<file path="config.mk">
export PLATFORM = sky130hd
export DESIGN_NAME = change_dispenser
export DESIGN_NICKNAME = d
export VERILOG_FILES = /design/src/rtl/vm_pkg.sv /design/src/rtl/coin_tube.sv /design/src/rtl/change_dispenser.sv
export SDC_FILE = /design/constraint.sdc
export NUM_CORES = 1
export LEC_CHECK = 0
export ABC_AREA = 0
export BUFFER_PORTS_ARGS = -buffer_cell sky130_fd_sc_hd__buf_2
export CORE_MARGIN = 1
export CORE_UTILIZATION = 38
export DETAILED_ROUTE_END_ITERATION = 10
export PLACE_DENSITY = 0.62
export SLEW_MARGIN = 10
export SYNTH_ARGS = -nofsm -noshare
export SYNTH_HDL_FRONTEND = slang
export SYNTH_SLANG_ARGS = --single-unit
</file>
<file path="constraint.sdc">
create_clock -name clk -period 4.8 [get_ports clk]
set_clock_uncertainty 0.05 [all_clocks]
set_input_delay 0.48 -clock clk [delete_from_list [all_inputs] [get_ports clk]]
set_output_delay 0.48 -clock clk [all_outputs]
set_load 0.02 [all_outputs]
</file>
<file path="src/rtl/vm_pkg.sv">
// Shared definitions for the change dispenser: coin codes, coin values and FSM states.
package vm_pkg;

  localparam logic [1:0] COIN_10 = 2'b00;
  localparam logic [1:0] COIN_5  = 2'b01;
  localparam logic [1:0] COIN_1  = 2'b10;

  typedef enum logic [1:0] {
    ST_IDLE,
    ST_SELECT,
    ST_ISSUE,
    ST_DONE
  } state_t;

  // Code 11 is never issued, so it maps to a value of zero.
  function automatic int unsigned coin_value(input logic [1:0] code);
    case (code)
      COIN_10: coin_value = 10;
      COIN_5:  coin_value = 5;
      COIN_1:  coin_value = 1;
      default: coin_value = 0;
    endcase
  endfunction

endpackage

</file>
<file path="src/rtl/coin_tube.sv">
// One coin tube inventory: saturating restock add plus single-coin decrement.
module coin_tube #(
  parameter int TUBE_W    = 4,
  parameter int TUBE_INIT = 10
) (
  input  logic              clk,
  input  logic              rst,
  input  logic              add,
  input  logic [TUBE_W-1:0] qty,
  input  logic              dec,
  output logic [TUBE_W-1:0] count
);

  localparam logic [TUBE_W:0] MAX = {1'b0, {TUBE_W{1'b1}}};

  logic [TUBE_W:0]   sum;
  logic [TUBE_W-1:0] sat;

  // Restock saturates first; a same-cycle dispense then takes one coin off the result.
  always_comb begin
    sum = {1'b0, count} + (add ? {1'b0, qty} : '0);
    sat = (sum > MAX) ? {TUBE_W{1'b1}} : sum[TUBE_W-1:0];
  end

  always_ff @(posedge clk) begin
    if (rst) begin
      count <= TUBE_W'(TUBE_INIT);
    end else if (dec && sat != '0) begin
      count <= sat - {{(TUBE_W-1){1'b0}}, 1'b1};
    end else begin
      count <= sat;
    end
  end

endmodule

</file>
<file path="src/rtl/change_dispenser.sv">
// Pays a change balance greedily from 10/5/1 coin tubes, one coin per hopper handshake.
module change_dispenser
  import vm_pkg::*;
#(
  parameter int BAL_W     = 6,
  parameter int TUBE_W    = 4,
  parameter int TUBE_INIT = 10
) (
  input  logic              clk,
  input  logic              rst,
  input  logic              change_req,
  input  logic [BAL_W-1:0]  change_amt,
  output logic              busy,
  output logic              coin_valid,
  input  logic              coin_ready,
  output logic [1:0]        coin_type,
  output logic              done,
  output logic              short,
  output logic [BAL_W-1:0]  shortfall,
  input  logic              restock,
  input  logic [1:0]        restock_type,
  input  logic [TUBE_W-1:0] restock_qty,
  output logic [TUBE_W-1:0] tube10_count,
  output logic [TUBE_W-1:0] tube5_count,
  output logic [TUBE_W-1:0] tube1_count,
  output state_t            state_dbg
);

  state_t             state, state_nx;
  logic [BAL_W-1:0]   remaining;
  logic [1:0]         sel_type;
  logic               sel_ok;
  logic               hs;

  // Hopper handshake: a coin transfers on any rising edge where coin_valid and
  // coin_ready are both high; coin_valid never drops and coin_type never changes
  // while a coin is offered and not yet taken.
  assign hs = coin_valid & coin_ready;

  coin_tube #(.TUBE_W(TUBE_W), .TUBE_INIT(TUBE_INIT)) u_tube10 (
    .clk(clk), .rst(rst),
    .add(restock && restock_type == COIN_10), .qty(restock_qty),
    .dec(hs && coin_type == COIN_10), .count(tube10_count)
  );
  coin_tube #(.TUBE_W(TUBE_W), .TUBE_INIT(TUBE_INIT)) u_tube5 (
    .clk(clk), .rst(rst),
    .add(restock && restock_type == COIN_5), .qty(restock_qty),
    .dec(hs && coin_type == COIN_5), .count(tube5_count)
  );
  coin_tube #(.TUBE_W(TUBE_W), .TUBE_INIT(TUBE_INIT)) u_tube1 (
    .clk(clk), .rst(rst),
    .add(restock && restock_type == COIN_1), .qty(restock_qty),
    .dec(hs && coin_type == COIN_1), .count(tube1_count)
  );

  // Greedy pick: largest coin that fits in the remainder and is in stock.
  always_comb begin
    sel_ok   = 1'b1;
    sel_type = COIN_10;
    if (remaining >= BAL_W'(coin_value(COIN_10)) && tube10_count != '0) begin
      sel_type = COIN_10;
    end else if (remaining >= BAL_W'(coin_value(COIN_5)) && tube5_count != '0) begin
      sel_type = COIN_5;
    end else if (remaining >= BAL_W'(coin_value(COIN_1)) && tube1_count != '0) begin
      sel_type = COIN_1;
    end else begin
      sel_ok = 1'b0;
    end
  end

  always_ff @(posedge clk) begin
    if (rst) state <= ST_IDLE;
    else     state <= state_nx;
  end

  always_comb begin
    state_nx = state;
    case (state)
      ST_IDLE:   if (change_req) state_nx = ST_SELECT;
      ST_SELECT: state_nx = sel_ok ? ST_ISSUE : ST_DONE;
      ST_ISSUE:  if (coin_ready) state_nx = ST_SELECT;
      ST_DONE:   state_nx = ST_IDLE;
      default:   state_nx = ST_IDLE;
    endcase
  end

  always_ff @(posedge clk) begin
    if (rst) begin
      remaining <= '0;
      coin_type <= COIN_10;
    end else begin
      case (state)
        ST_IDLE:   if (change_req) remaining <= change_amt;
        ST_SELECT: if (sel_ok) coin_type <= sel_type;
        ST_ISSUE:  if (hs) remaining <= remaining - BAL_W'(coin_value(coin_type));
        default:   ;
      endcase
    end
  end

  // Whatever is left in DONE could not be paid from the tubes.
  assign busy       = (state != ST_IDLE);
  assign coin_valid = (state == ST_ISSUE);
  assign done       = (state == ST_DONE);
  assign short      = done && (remaining != '0);
  assign shortfall  = short ? remaining : '0;
  assign state_dbg  = state;

endmodule

</file>
### After elaboration in Yosys (flattened, before gate mapping)

Cells that the tools add are included.

* mux-type cells: 27
* magnitude comparators: 6
* reduce and logical (&&, ||, !) cells: 28
* eq/ne operators: 10
* add/subtract/negate cells: 7
* bitwise operators: 1

Operator list (count)
* 2-to-1 mux 4 bit: 9
* 2-to-1 mux 6 bit: 6
* nonzero test 4 bit: 6
* adder 4 x 5 -> 5 bit: 3
* greater-than comparator 5 x 4 -> 1 bit, second input constant: 3
* logical AND 1 bit: 13
* one-hot mux 4 bit (3 select lines): 1
* one-hot mux 6 bit (2 select lines): 1
* subtractor 4 x 1 -> 4 bit, second input constant: 3
* 2-to-1 mux 2 bit: 5
* == test 2 bit, second input constant: 4
* one-hot mux 2 bit (4 select lines): 1
* == test 2 x 1 -> 1 bit, second input constant: 3
* >= comparator 6 x 1 -> 1 bit, second input constant: 1
* >= comparator 6 x 3 -> 1 bit, second input constant: 1
* >= comparator 6 x 4 -> 1 bit, second input constant: 1
* logical NOT 2 bit: 3
* nonzero test 6 bit: 1
* subtractor 6 bit: 1
* 2-to-1 mux 1 bit: 4
* != test 2 x 1 -> 1 bit, second input constant: 2
* AND reduction 2 bit: 2
* nonzero test 2 bit: 2
* AND reduction 3 bit: 1
* other kinds (2): 2

* word-level logic and storage cells: 85
* input port bits: 17
* register bits: 22
* output and inout port bits: 26

### Depth between registers and ports, before layout

Gate-level depths: netlist of the first run.

* depth after elaboration: 9
* gate-level depth with buffers: 14

### Cells and area by module

A second synthesis of the first run with hierarchy kept.

* cell total of the unflattened synthesis: 257
* area, all modules: 2084.5 µm²

By module, submodules not included
* change_dispenser: area an instance 863.3 µm², cells an instance 114, times used 1
* coin_tube (u_tube10 ...): area an instance 401.6 µm², cells an instance 48, times used 2
* coin_tube (u_tube1): area an instance 417.9 µm², cells an instance 47, times used 1

### Worst setup path after synthesis of the first run

OpenSTA, ideal clock, no wires.

* kind: input-to-reg
* start point: input port restock_type[0]
* end point: register u_tube1.count[3]
* stages on the path: 11
* library setup time: 120 ps
* path slack: 2037 ps
* path buffers: 0
* arrival time: 2593 ps
* cells stage by stage: nand2b_1 > or2_2 > fa_1 > nor2b_1 > o21ai_0 > and3_1 > ha_1 > nor2b_1 > o211ai_1 > nand4_1 > mux2i_1

* word-level cells in the longest chain between the ends: 9
* elaborated cells between the ends (all ways): 10
* those cells by class: 2 x add/sub; 1 x order compare; 1 x eq/ne; 3 x mux; 3 x reduce/logical

RTL lines
* start, declared: line change_dispenser.sv:21 `input logic [1:0] restock_type,`
* == test 2 bit *: line change_dispenser.sv:52 `.add(restock && restock_type == COIN_1), .qty(restock_qty),`
* logical AND 1 bit *: line change_dispenser.sv:52
* 2-to-1 mux 4 bit *: line coin_tube.sv:21 `sum = {1'b0, count} + (add ? {1'b0, qty} : '0);`
* adder 4 x 5 -> 5 bit *: line coin_tube.sv:21
* greater-than comparator 5 x 4 -> 1 bit: line coin_tube.sv:22 `sat = (sum > MAX) ? {TUBE_W{1'b1}} : sum[TUBE_W-1:0];`
* 2-to-1 mux 4 bit *: line coin_tube.sv:22
* parallel branches: the longest is 2 deep, another holds subtractor 4 x 1 -> 4 bit
* 2-to-1 mux 4 bit *: line coin_tube.sv:28 `end else if (dec && sat != '0) begin`
* end signal, assigned: line coin_tube.sv:27 `count <= TUBE_W'(TUBE_INIT);`
* end signal, assigned: line coin_tube.sv:29 `count <= sat - {{(TUBE_W-1){1'b0}}, 1'b1};`
* end signal, assigned: line coin_tube.sv:31 `count <= sat;`
* end, declared: line coin_tube.sv:11 `output logic [TUBE_W-1:0] count`

Mark *: on every way between the ends.
A chain may end at the register's enable or synchronous reset.

### Worst setup path after layout of the first run

Ends and elaborated chain as after synthesis.

==> results of run 1 <==
[power by group through the flow]
stage,sequential [mW],combinational [mW],clock (mW)
6_report,0.219,0.203,0.135
5_1_grt,0.223,0.230,0.151
4_1_cts,0.220,0.202,0.139
3_5_place_dp,0.224,0.201,0
3_3_place_gp,0.224,0.201,0
2_1_floorplan,0.231,0.139,0
[registers in the layout (all words and copies together), names as in the netlist]
| register | flops |
|---|---|
| coin_type | 2 |
| u_tube10.count | 4 |
| remaining | 6 |
| u_tube1.count | 4 |
| state_dbg | 2 |
| u_tube5.count | 4 |
[cell usage after synthesis (4+ instances only)]
library cell,number
or2_2,5
o21ai_0,14
nand2_1,11
nand2b_1,7
nor3b_1,5
inv_1,22
clkbuf_1,6
a31oi_1,5
dfxtp_1,22
and3_1,8
nor3_1,12
nor2_1,31
nand3_1,4
a21oi_1,24
nor2b_1,9
nor4_1,4
ha_1,24
and2_1,4
fa_1,4
[metal layers]
layer  global-route usage  part of all wire  vias up
met5                    0                 0        -
met4               0.0461            0.0093        0
met3               0.0285             0.043        2
met2                0.279              0.44       42
met1                0.272              0.51      858
li1                     -                 -     1008
[logic make-up after synthesis]
logic type	after synthesis	share of synthesized area
AND/OR/NAND/NOR	113	0.308
AO/OA/AOI/OAI	65	0.199
buffers and inverters	28	0.0528
adder cells (fa/ha/maj)	28	0.191
flip-flops	22	0.221
XOR/XNOR	4	0.0176
multiplexers	2	0.0101
[worst min path at each step]
stage	cells after the start	start	to	slack, ps
final	3	change_amt[3]	remaining[3]	420
after global routing	3	change_amt[3]	remaining[3]	430
after CTS	3	change_amt[3]	remaining[3]	410
after detailed placement	2	remaining[0]	remaining[0]	480
after global placement	2	remaining[1]	remaining[1]	480
after floorplan	2	remaining[4]	remaining[4]	450
[critical path, cell delays in order]
cell	delay (ps)
buf_2	130
nand2b_1	180
nor2_1	120
ha_1	180
inv_1	60
fa_1	420
nor2b_1	180
o21ai_0	140
and3_1	230
ha_1	210
nor2b_1	150
o211ai_1	240
nand4_1	180
mux2i_1	140
[final cells by class]
class	instances	share of cell area
Clock buffer	4	0.0238
Inverter	22	0.0357
Multi-Input combinational cell	212	0.623
Sequential cell	22	0.190
Tap cell	67	0.0362
Timing Repair Buffer	42	0.0908
[per-stage QoR]
step,hold slack (ps),setup WS (ps)
2_1_floorplan,445,2040
3_3_place_gp,480,1690
3_5_place_dp,484,1640
4_1_cts,414,1910
5_1_grt,428,1640
6_report,421,1870
==> impl_metrics.env, run 1 <==
export IMPL_clock_path_buffers=2
export IMPL_regArea_um2=440
export IMPL_report_final_slew_viol_count=0
export IMPL_grt_pass1_vias=1694
export IMPL_sequentialPowerShare=0.394
export IMPL_layout_nets=348
export IMPL_r2r_end="u_tube1.count[1]"
export IMPL_worst_ep_required_time_ps=4910
export IMPL_first_iter_violations=132
export IMPL_die_area_um2=5530
export IMPL_gp_congestion=0.824
export IMPL_r2r_slack_ps=2120
export IMPL_synth_top_area_frac=0.221
export IMPL_hpwl_mm=3.76
export IMPL_vias_per_cell=5.18
export IMPL_p_sw_mw=0.198
export IMPL_p_comb_frac=0.364
export IMPL_cts_tree="built"
export IMPL_internal_power_mw=0.358
export IMPL_cp_start_kind="primary input"
export IMPL_status="finished clean"
export IMPL_timing_max_slew_rel_slack=0.477
export IMPL_h_tree_depth=1
export IMPL_core_um2=4880
export IMPL_cts_hold_buf=0
export IMPL_crit_start="restock_type[0]"
export IMPL_synthTopCellsByArea="dfxtp_1 (22%), ha_1 (15%), a21oi_1 (6.0%), nor2_1 (5.8%), inv_1 (4.2%)"
export IMPL_cts_sinks=22
export IMPL_cp_arrival_ps=3040
export IMPL_drc_errors=0
export IMPL_syn_avg_cell_area_um2=7.59
export IMPL_drtAntennaViolNets=0
export IMPL_crit_type="primary input to flip-flop"
export IMPL_pwr_share_clk=0.242
export IMPL_overflow=0
export IMPL_synth_cells=262
export IMPL_period_minus_slack_ps=2930
export IMPL_nFillCells=507
export IMPL_ir_drop_mv=0.129
export IMPL_maxCapViolations=0
export IMPL_final_common_cell="buf_2"
export IMPL_synth_seq_cells=22
export IMPL_rsz0062_at_grt="no"
export IMPL_cts_root_buf="clkbuf_8"
export IMPL_multi_input_area_um2=1440
export IMPL_worstHoldPathType="primary input to flip-flop"
export IMPL_clock_fmax_ghz=0.342
export IMPL_layout_drive_gt1_share=0.175
export IMPL_yosys_warnings=0
export IMPL_routed_wl_mm=4.71
export IMPL_areaGrowthSynthToFinish_pct=16.4
export IMPL_num_antenna_cells=0
export IMPL_synthFlopType="dfxtp_1"
export IMPL_reg2reg_from="u_tube1.count[0]"
export IMPL_ys_types=44
export IMPL_post_cts_resized=0
export IMPL_cp_endpoint="u_tube1.count[3]"
export IMPL_pin_count=43
export IMPL_ys_seq_area_frac=0.221
export IMPL_switching_share=0.356
export IMPL_ys_async_sr_fraction=0
export IMPL_finalSetupViolations=0
export IMPL_synth_area_um2=1990
export IMPL_crit_path_end_kind="flip-flop"
export IMPL_p_leak_nw=1.13
export IMPL_wl_per_cell_um=12.8
export IMPL_finalCritPeriodShare=0.609
export IMPL_instances_no_fill=369
export IMPL_numCtsBuffers=3
export IMPL_finalHoldViolations=0
export IMPL_grt_pass1_wl_mm=7.91
export IMPL_antenna_found_initial=0
export IMPL_io_buffers=42
export IMPL_fin_util=0.475
export IMPL_placedCellCount=365
export IMPL_tightest_slew_ps=782
export IMPL_start_util=0.408
export IMPL_vias=1910
export IMPL_clock_latency_ps=260
export IMPL_fp_row_count=25
export IMPL_postCtsSetupRepairBufs=0
export IMPL_power_density_nw_per_um2=240
export IMPL_grt_max_degree=22
export IMPL_die_h_um=74.4
export IMPL_synth_fp_nets=307
export IMPL_p_total_mw=0.556
export IMPL_synth_edf_count=0
export IMPL_clkSlewWorstSetupHoldPaths_ps=80
export IMPL_place_area_um2=2260
export IMPL_cp_max_fo=6
export IMPL_gr_usage_all_layers=0.184
export IMPL_most_common_layout_cells="buf_2 (42), nor2_1 (31), a21oi_1 (24), ha_1 (24)"
export IMPL_fin_area_um2=2320
export IMPL_r2r_worst_path_cells=11
export IMPL_synth_largest_area_cell="dfxtp_1"
export IMPL_drt_pass1_iterations=5
export IMPL_fp_dieW_um=74.4
export IMPL_finalSetupTns_ps=0
Power figures use the tool's default switching activity.
==> run 2: changes to the inputs <==
--- a/config.mk
+++ b/config.mk
@@ -5,12 +5,12 @@
 export SDC_FILE = /design/constraint.sdc
 export NUM_CORES = 1
 export LEC_CHECK = 0
-export ABC_AREA = 0
+export ABC_AREA = 1
 export BUFFER_PORTS_ARGS = -buffer_cell sky130_fd_sc_hd__buf_2
 export CORE_MARGIN = 1
 export CORE_UTILIZATION = 38
 export DETAILED_ROUTE_END_ITERATION = 10
-export PLACE_DENSITY = 0.62
+export PLACE_DENSITY = 0.64
 export SLEW_MARGIN = 10
 export SYNTH_ARGS = -nofsm -noshare
 export SYNTH_HDL_FRONTEND = slang
==> constraint.sdc (replaced) <==
create_clock -name clk -period 2.55 [get_ports clk]
set_clock_uncertainty 0.05 [all_clocks]
set_input_delay 0.255 -clock clk [delete_from_list [all_inputs] [get_ports clk]]
set_output_delay 0.255 -clock clk [all_outputs]
set_load 0.02 [all_outputs]
==> run 2 against run 1 <==
  * Register-to-register slack worse by 1800 ps
  * Clock power is 63% higher
  * Highest routed layer unchanged
  * Global-route usage is 0.55 points lower
  * Hold slack worse by 240 ps
  * Critical path type unchanged
  * Critical path depth is 4 higher
  * Design area is 13% higher
  * Die area is 10% higher
  * Area after synthesis is 11% higher
  * First-iteration DRC count is 17% lower
  * Combinational power is 150% higher
==> impl_metrics.env, run 2 <==
export IMPL_clock_fmax_ghz=0.436
export IMPL_areaGrowthSynthToFinish_pct=18.7
export IMPL_drt_pass1_iterations=4
export IMPL_overflow=0
export IMPL_largest_reg_flops=6
export IMPL_dp_slack_ps=-18.4
export IMPL_tightest_slew_ps=513
export IMPL_synth_top_area_frac=0.200
export IMPL_top_register="remaining"
export IMPL_final_common_cell="nand2_1"
export IMPL_drtAntennaViolNets=0
export IMPL_reg2reg_from="coin_type[0]"
export IMPL_gr_usage_all_layers=0.179
export IMPL_clkSlewWorstSetupHoldPaths_ps=80
export IMPL_instances_no_fill=489
export IMPL_report_final_slew_viol_count=0
export IMPL_fp_row_count=27
export IMPL_synth_cells=363
export IMPL_die_area_um2=6100
export IMPL_timing_max_slew_rel_slack=0.658
export IMPL_maxCapViolations=0
export IMPL_multi_input_area_um2=1450
export IMPL_layout_nets=464
export IMPL_synth_fp_nets=408
export IMPL_pin_count=43
export IMPL_die_h_um=78.1
export IMPL_hpwl_mm=4.36
export IMPL_r2r_slack_ps=280
export IMPL_yosys_warnings=0
export IMPL_h_tree_depth=1
export IMPL_syn_avg_cell_area_um2=6.07
export IMPL_layout_drive_gt1_share=0.182
export IMPL_numCtsBuffers=3
export IMPL_ys_types=27
export IMPL_start_util=0.397
export IMPL_io_buffers=42
export IMPL_rsz0062_at_grt="no"
export IMPL_synthFlopType="dfxtp_1"
export IMPL_r2r_worst_path_cells=12
export IMPL_ir_drop_mv=0.227
export IMPL_p_leak_nw=1.51
export IMPL_nFillCells=596
export IMPL_antenna_found_initial=0
export IMPL_clock_latency_ps=260
export IMPL_crit_path_end_kind="flip-flop"
export IMPL_worst_ep_required_time_ps=2660
export IMPL_cts_hold_buf=0
export IMPL_synth_seq_cells=22
export IMPL_placedCellCount=486
export IMPL_num_antenna_cells=0
export IMPL_worstHoldPathCells=3
export IMPL_regArea_um2=440
export IMPL_first_iter_violations=110
export IMPL_synthTopCellsByArea="dfxtp_1 (20%), nand2_1 (15%), ha_1 (14%), inv_1 (13%), nor2_1 (9.2%)"
export IMPL_p_total_mw=1.13
export IMPL_synthTopCellsByCount="nand2_1 (88), inv_1 (74), nor2_1 (54)"
export IMPL_ys_seq_area_frac=0.200
export IMPL_fin_util=0.472
export IMPL_fp_dieW_um=78.1
export IMPL_period_minus_slack_ps=2290
export IMPL_grt_pass1_vias=2102
export IMPL_postCtsSetupRepairBufs=0
export IMPL_grt_max_degree=17
export IMPL_clock_path_buffers=2
export IMPL_gp_congestion=0.826
export IMPL_power_density_nw_per_um2=434
export IMPL_cts_root_buf="clkbuf_8"
export IMPL_routed_wl_mm=5.20
export IMPL_cp_arrival_ps=2400
export IMPL_post_cts_resized=0
export IMPL_cp_start_kind="primary input"
export IMPL_hold_start="change_amt[1]"
export IMPL_worst_slack_ps=258
export IMPL_worstHoldPathType="primary input to flip-flop"
export IMPL_finalSetupViolations=0
export IMPL_finalCritPeriodShare=0.899
export IMPL_finalHoldViolations=0
export IMPL_most_common_layout_cells="nand2_1 (88), inv_1 (74), nor2_1 (54)"
export IMPL_wl_per_cell_um=10.6
export IMPL_cts_tree="built"
export IMPL_ys_async_sr_fraction=0
export IMPL_vias=2272
export IMPL_status="finished clean"
export IMPL_synth_area_um2=2200
export IMPL_synth_most_common_cell="nand2_1"
export IMPL_synth_largest_area_cell="dfxtp_1"
export IMPL_whs_endpoint="remaining[1]"
export IMPL_vias_per_cell=4.65
export IMPL_cp_max_fo=5
export IMPL_crit_type="primary input to flip-flop"
export IMPL_drc_errors=0
export IMPL_cts_sinks=22
export IMPL_grt_pass1_wl_mm=8.95
export IMPL_synth_edf_count=0
export IMPL_r2r_end="remaining[4]"
export IMPL_core_um2=5540
## run 2: worst max-delay path by stage
stage	start	to	slack, ps	depth (start not counted)
6_report	restock_type[1]	u_tube10.count[0]	260	18
4_1_cts	restock_type[0]	u_tube1.count[1]	250	20
2_1_floorplan	restock_type[1]	u_tube10.count[0]	190	17
3_5_place_dp	restock_type[0]	u_tube1.count[1]	-20	20
3_3_place_gp	restock_type[0]	u_tube1.count[1]	30	20
5_1_grt	restock_type[0]	u_tube1.count[1]	20	20
## run 2: power breakdown
| group | total, mW | switching [mW] | internal, mW |
|---|---|---|---|
| Combinational | 0.503 | 0.313 | 0.190 |
| Sequential | 0.412 | 0.0344 | 0.378 |
| Clock | 0.220 | 0.114 | 0.105 |
## run 2: area by class of cell
cell class | instances | area share
Sequential cell | 22 | 0.169
Inverter | 81 | 0.116
Multi-Input combinational cell | 259 | 0.556
Clock buffer | 3 | 0.0158
Timing Repair Buffer | 52 | 0.109
Tap cell | 72 | 0.0345
## run 2: critical path: stages
cell and delay (ps):
buf_2 110, nor3_1 170, inv_1 100, nor2_1 100, ha_1 170, inv_1 60
fa_1 390, nor2_1 200, nor2_4 60, nand2_1 80, inv_1 50, ha_1 180
nand3_1 130, nor2_4 60, nor2_4 110, nand2_1 60, nand2_1 60, nor2_1 40
## run 2: per-stage QoR
stage               setup TNS (ps)  cell area [um2]  hold WS (ps)
floorplan                        0             2200           274
global placement                 0             2570           440
detailed placement           -34.9             2570           439
CTS                              0             2610           181
global route                     0             2610           197
finish                           0             2610           182
## run 2: layer usage
metal  part of all wire  up-vias  global-route usage  wire length [um]
li1                   -     1232                   -                 -
met1               0.50      993               0.233              2570
met2               0.46       45               0.322              2390
met3              0.041        2              0.0128               214
met4             0.0035        0              0.0333                18
met5                  0        -                   0                 0
## run 2: cells by family (layout without fill, tap and decap cells)
kind of cell,after synthesis,in the layout,synth area share
and+or+nand+nor,200,200,0.406
buffers and inverters,82,136,0.140
AOI/OAI and AO/OA,29,29,0.0727
adders and majority gates,28,28,0.173
DFF,22,22,0.200
xor gates and xnor gates,2,2,0.00796
==> run 3: changes to the inputs <==
--- a/config.mk
+++ b/config.mk
@@ -6,11 +6,11 @@
 export NUM_CORES = 1
 export LEC_CHECK = 0
 export ABC_AREA = 1
-export BUFFER_PORTS_ARGS = -buffer_cell sky130_fd_sc_hd__buf_2
 export CORE_MARGIN = 1
 export CORE_UTILIZATION = 38
 export DETAILED_ROUTE_END_ITERATION = 10
-export PLACE_DENSITY = 0.64
+export DONT_BUFFER_PORTS = 1
+export PLACE_DENSITY = 0.57
 export SLEW_MARGIN = 10
 export SYNTH_ARGS = -nofsm -noshare
 export SYNTH_HDL_FRONTEND = slang
==> run 3 against run 2 <==
  * Routed wire length shrank 3.3%
  * Count of clock-buffer cells in the layout up 1
  * Critical path depth down 4
  * First-iteration DRC count decreased by 28%
  * Design area is 6.8% lower
  * Global-route usage shrank 0.28 points
  * Via count down 7.9%
  * Clock power up 15%
  * Sequential share of layout area is 1.2 points higher
  * Largest cell class unchanged
  * Largest power group unchanged
==> impl_metrics.env, run 3 (synthesis gave the netlist of run 2 again) <==
export IMPL_status="finished clean"
export IMPL_vias=2092
export IMPL_gp_congestion=0.842
export IMPL_areaGrowthSynthToFinish_pct=10.6
export IMPL_finalCritPeriodShare=0.905
export IMPL_grt_pass1_vias=1979
export IMPL_finalSetupTns_ps=0
export IMPL_placedCellCount=445
export IMPL_cp_start_kind="flip-flop"
export IMPL_die_area_um2=6100
export IMPL_cts_sinks=22
export IMPL_most_common_layout_cells="nand2_1 (88), inv_1 (74), nor2_1 (54)"
export IMPL_grt_max_degree=17
export IMPL_first_iter_violations=79
export IMPL_drt_pass1_iterations=4
export IMPL_postCtsSetupRepairBufs=0
export IMPL_cts_root_buf="clkbuf_8"
export IMPL_fp_row_count=27
export IMPL_power_density_nw_per_um2=465
export IMPL_core_um2=5540
export IMPL_layout_drive_gt1_share=0.0952
export IMPL_fin_util=0.439
export IMPL_p_leak_nw=1.34
export IMPL_drc_errors=0
export IMPL_num_antenna_cells=0
export IMPL_worst_slack_ps=242
export IMPL_finalHoldViolations=0
export IMPL_routed_wl_mm=5.03
export IMPL_vias_per_cell=4.65
export IMPL_dp_slack_ps=-18.7
export IMPL_pin_count=43
export IMPL_top_register="remaining"
export IMPL_crit_type="flip-flop to flip-flop"
export IMPL_fp_dieW_um=78.1
export IMPL_crit_path_end_kind="flip-flop"
export IMPL_start_util=0.397
export IMPL_final_common_cell="nand2_1"
export IMPL_maxCapViolations=0
export IMPL_wl_per_cell_um=11.2
export IMPL_h_tree_depth=1
export IMPL_drtAntennaViolNets=0
export IMPL_timing_max_slew_rel_slack=0.656
export IMPL_clock_latency_ps=260
export IMPL_clkSlewWorstSetupHoldPaths_ps=80
export IMPL_antenna_found_initial=0
export IMPL_tightest_slew_ps=515
export IMPL_finalSetupViolations=0
export IMPL_cp_max_fo=5
export IMPL_gr_usage_all_layers=0.176
export IMPL_cts_tree="built"
export IMPL_period_minus_slack_ps=2310
export IMPL_die_h_um=78.1
export IMPL_slowest_delay_ps=490
export IMPL_largest_reg_flops=6
export IMPL_worstHoldPathType="primary input to flip-flop"
export IMPL_overflow=0
export IMPL_worst_ep_required_time_ps=2640
export IMPL_layout_nets=424
export IMPL_slowest_stage="dfxtp_1"
export IMPL_post_cts_resized=0
export IMPL_grt_pass1_wl_mm=8.63
export IMPL_hpwl_mm=4.22
export IMPL_worstPathCellList="ha_1 > inv_1 > fa_1 > nor2_1 > nor2_1 > nand2_1 > inv_1 > ha_1 > inv_1 > nor2_1 > nand2_1 > nand3_1 > nand2_1 > nand3_1"
export IMPL_clock_path_buffers=2
export IMPL_clock_fmax_ghz=0.433
export IMPL_cp_arrival_ps=2400
export IMPL_report_final_slew_viol_count=0
export IMPL_io_buffers=0
export IMPL_cts_hold_buf=1
export IMPL_numCtsBuffers=3
export IMPL_rsz0062_at_grt="no"
export IMPL_ir_drop_mv=0.247
export IMPL_instances_no_fill=450
run 3: changes by cell type in the layout (fill, tap and decap cells not counted), sizes merged:
| cell | delta |
|---|---|
| dlygate4sd3 | +1 |
| clkbuf | +1 |
| buf | -41 |
run 3: cell type report:
class	count	area, um2
timing repair buffer	12	92.6
clock buffer	4	55.1
tap	72	90.1
sequential	22	440
fill	598	3110
multi-input combinational	259	1450
inverter	81	304
run 3: stage by stage:
step / hold slack (ps) / power (mW) / instance area, um2
after floorplan: 274 / 0.776 / 2200
after global placement: 276 / 0.881 / 2370
after detailed placement: 279 / 0.883 / 2370
after CTS: 85.0 / 1.15 / 2430
after global routing: 96.7 / 1.25 / 2430
final: 89.0 / 1.13 / 2430
run 3: critical path, delay by kind of cell, from the launching register on:
kind | cells | cell delay [ps]
simple gates | 8 | 670
buf+inv | 3 | 170
fa+ha+maj | 3 | 830
flops | 1 | 490
run 3: final timing paths:
| path | startpoint | slack [ps] | end | cells after the start |
|---|---|---|---|---|
| worst min register to register | remaining[5] | 460 | remaining[5] | 2 |
| worst min-delay path | change_amt[1] | 90 | remaining[1] | 2 |
| worst max register to register | u_tube5.count[0] | 240 | u_tube5.count[3] | 14 |
| worst max-delay path | u_tube5.count[0] | 240 | u_tube5.count[3] | 14 |
run 3: report_power, final:
group / internal (mW) / switching, mW
Sequential: 0.378 / 0.0461
Combinational: 0.168 / 0.289
Clock: 0.138 / 0.115
Total: 0.683 / 0.450
run 3: routing by layer:
metal | part of all wire | vias up | wire, um | global-route usage
met5 | 0 | - | 0 | 0
met1 | 0.50 | 898 | 2520 | 0.233
met4 | 0.011 | 0 | 53 | 0.0463
met3 | 0.046 | 4 | 231 | 0.0256
met2 | 0.44 | 41 | 2220 | 0.296
li1 | - | 1149 | - | -
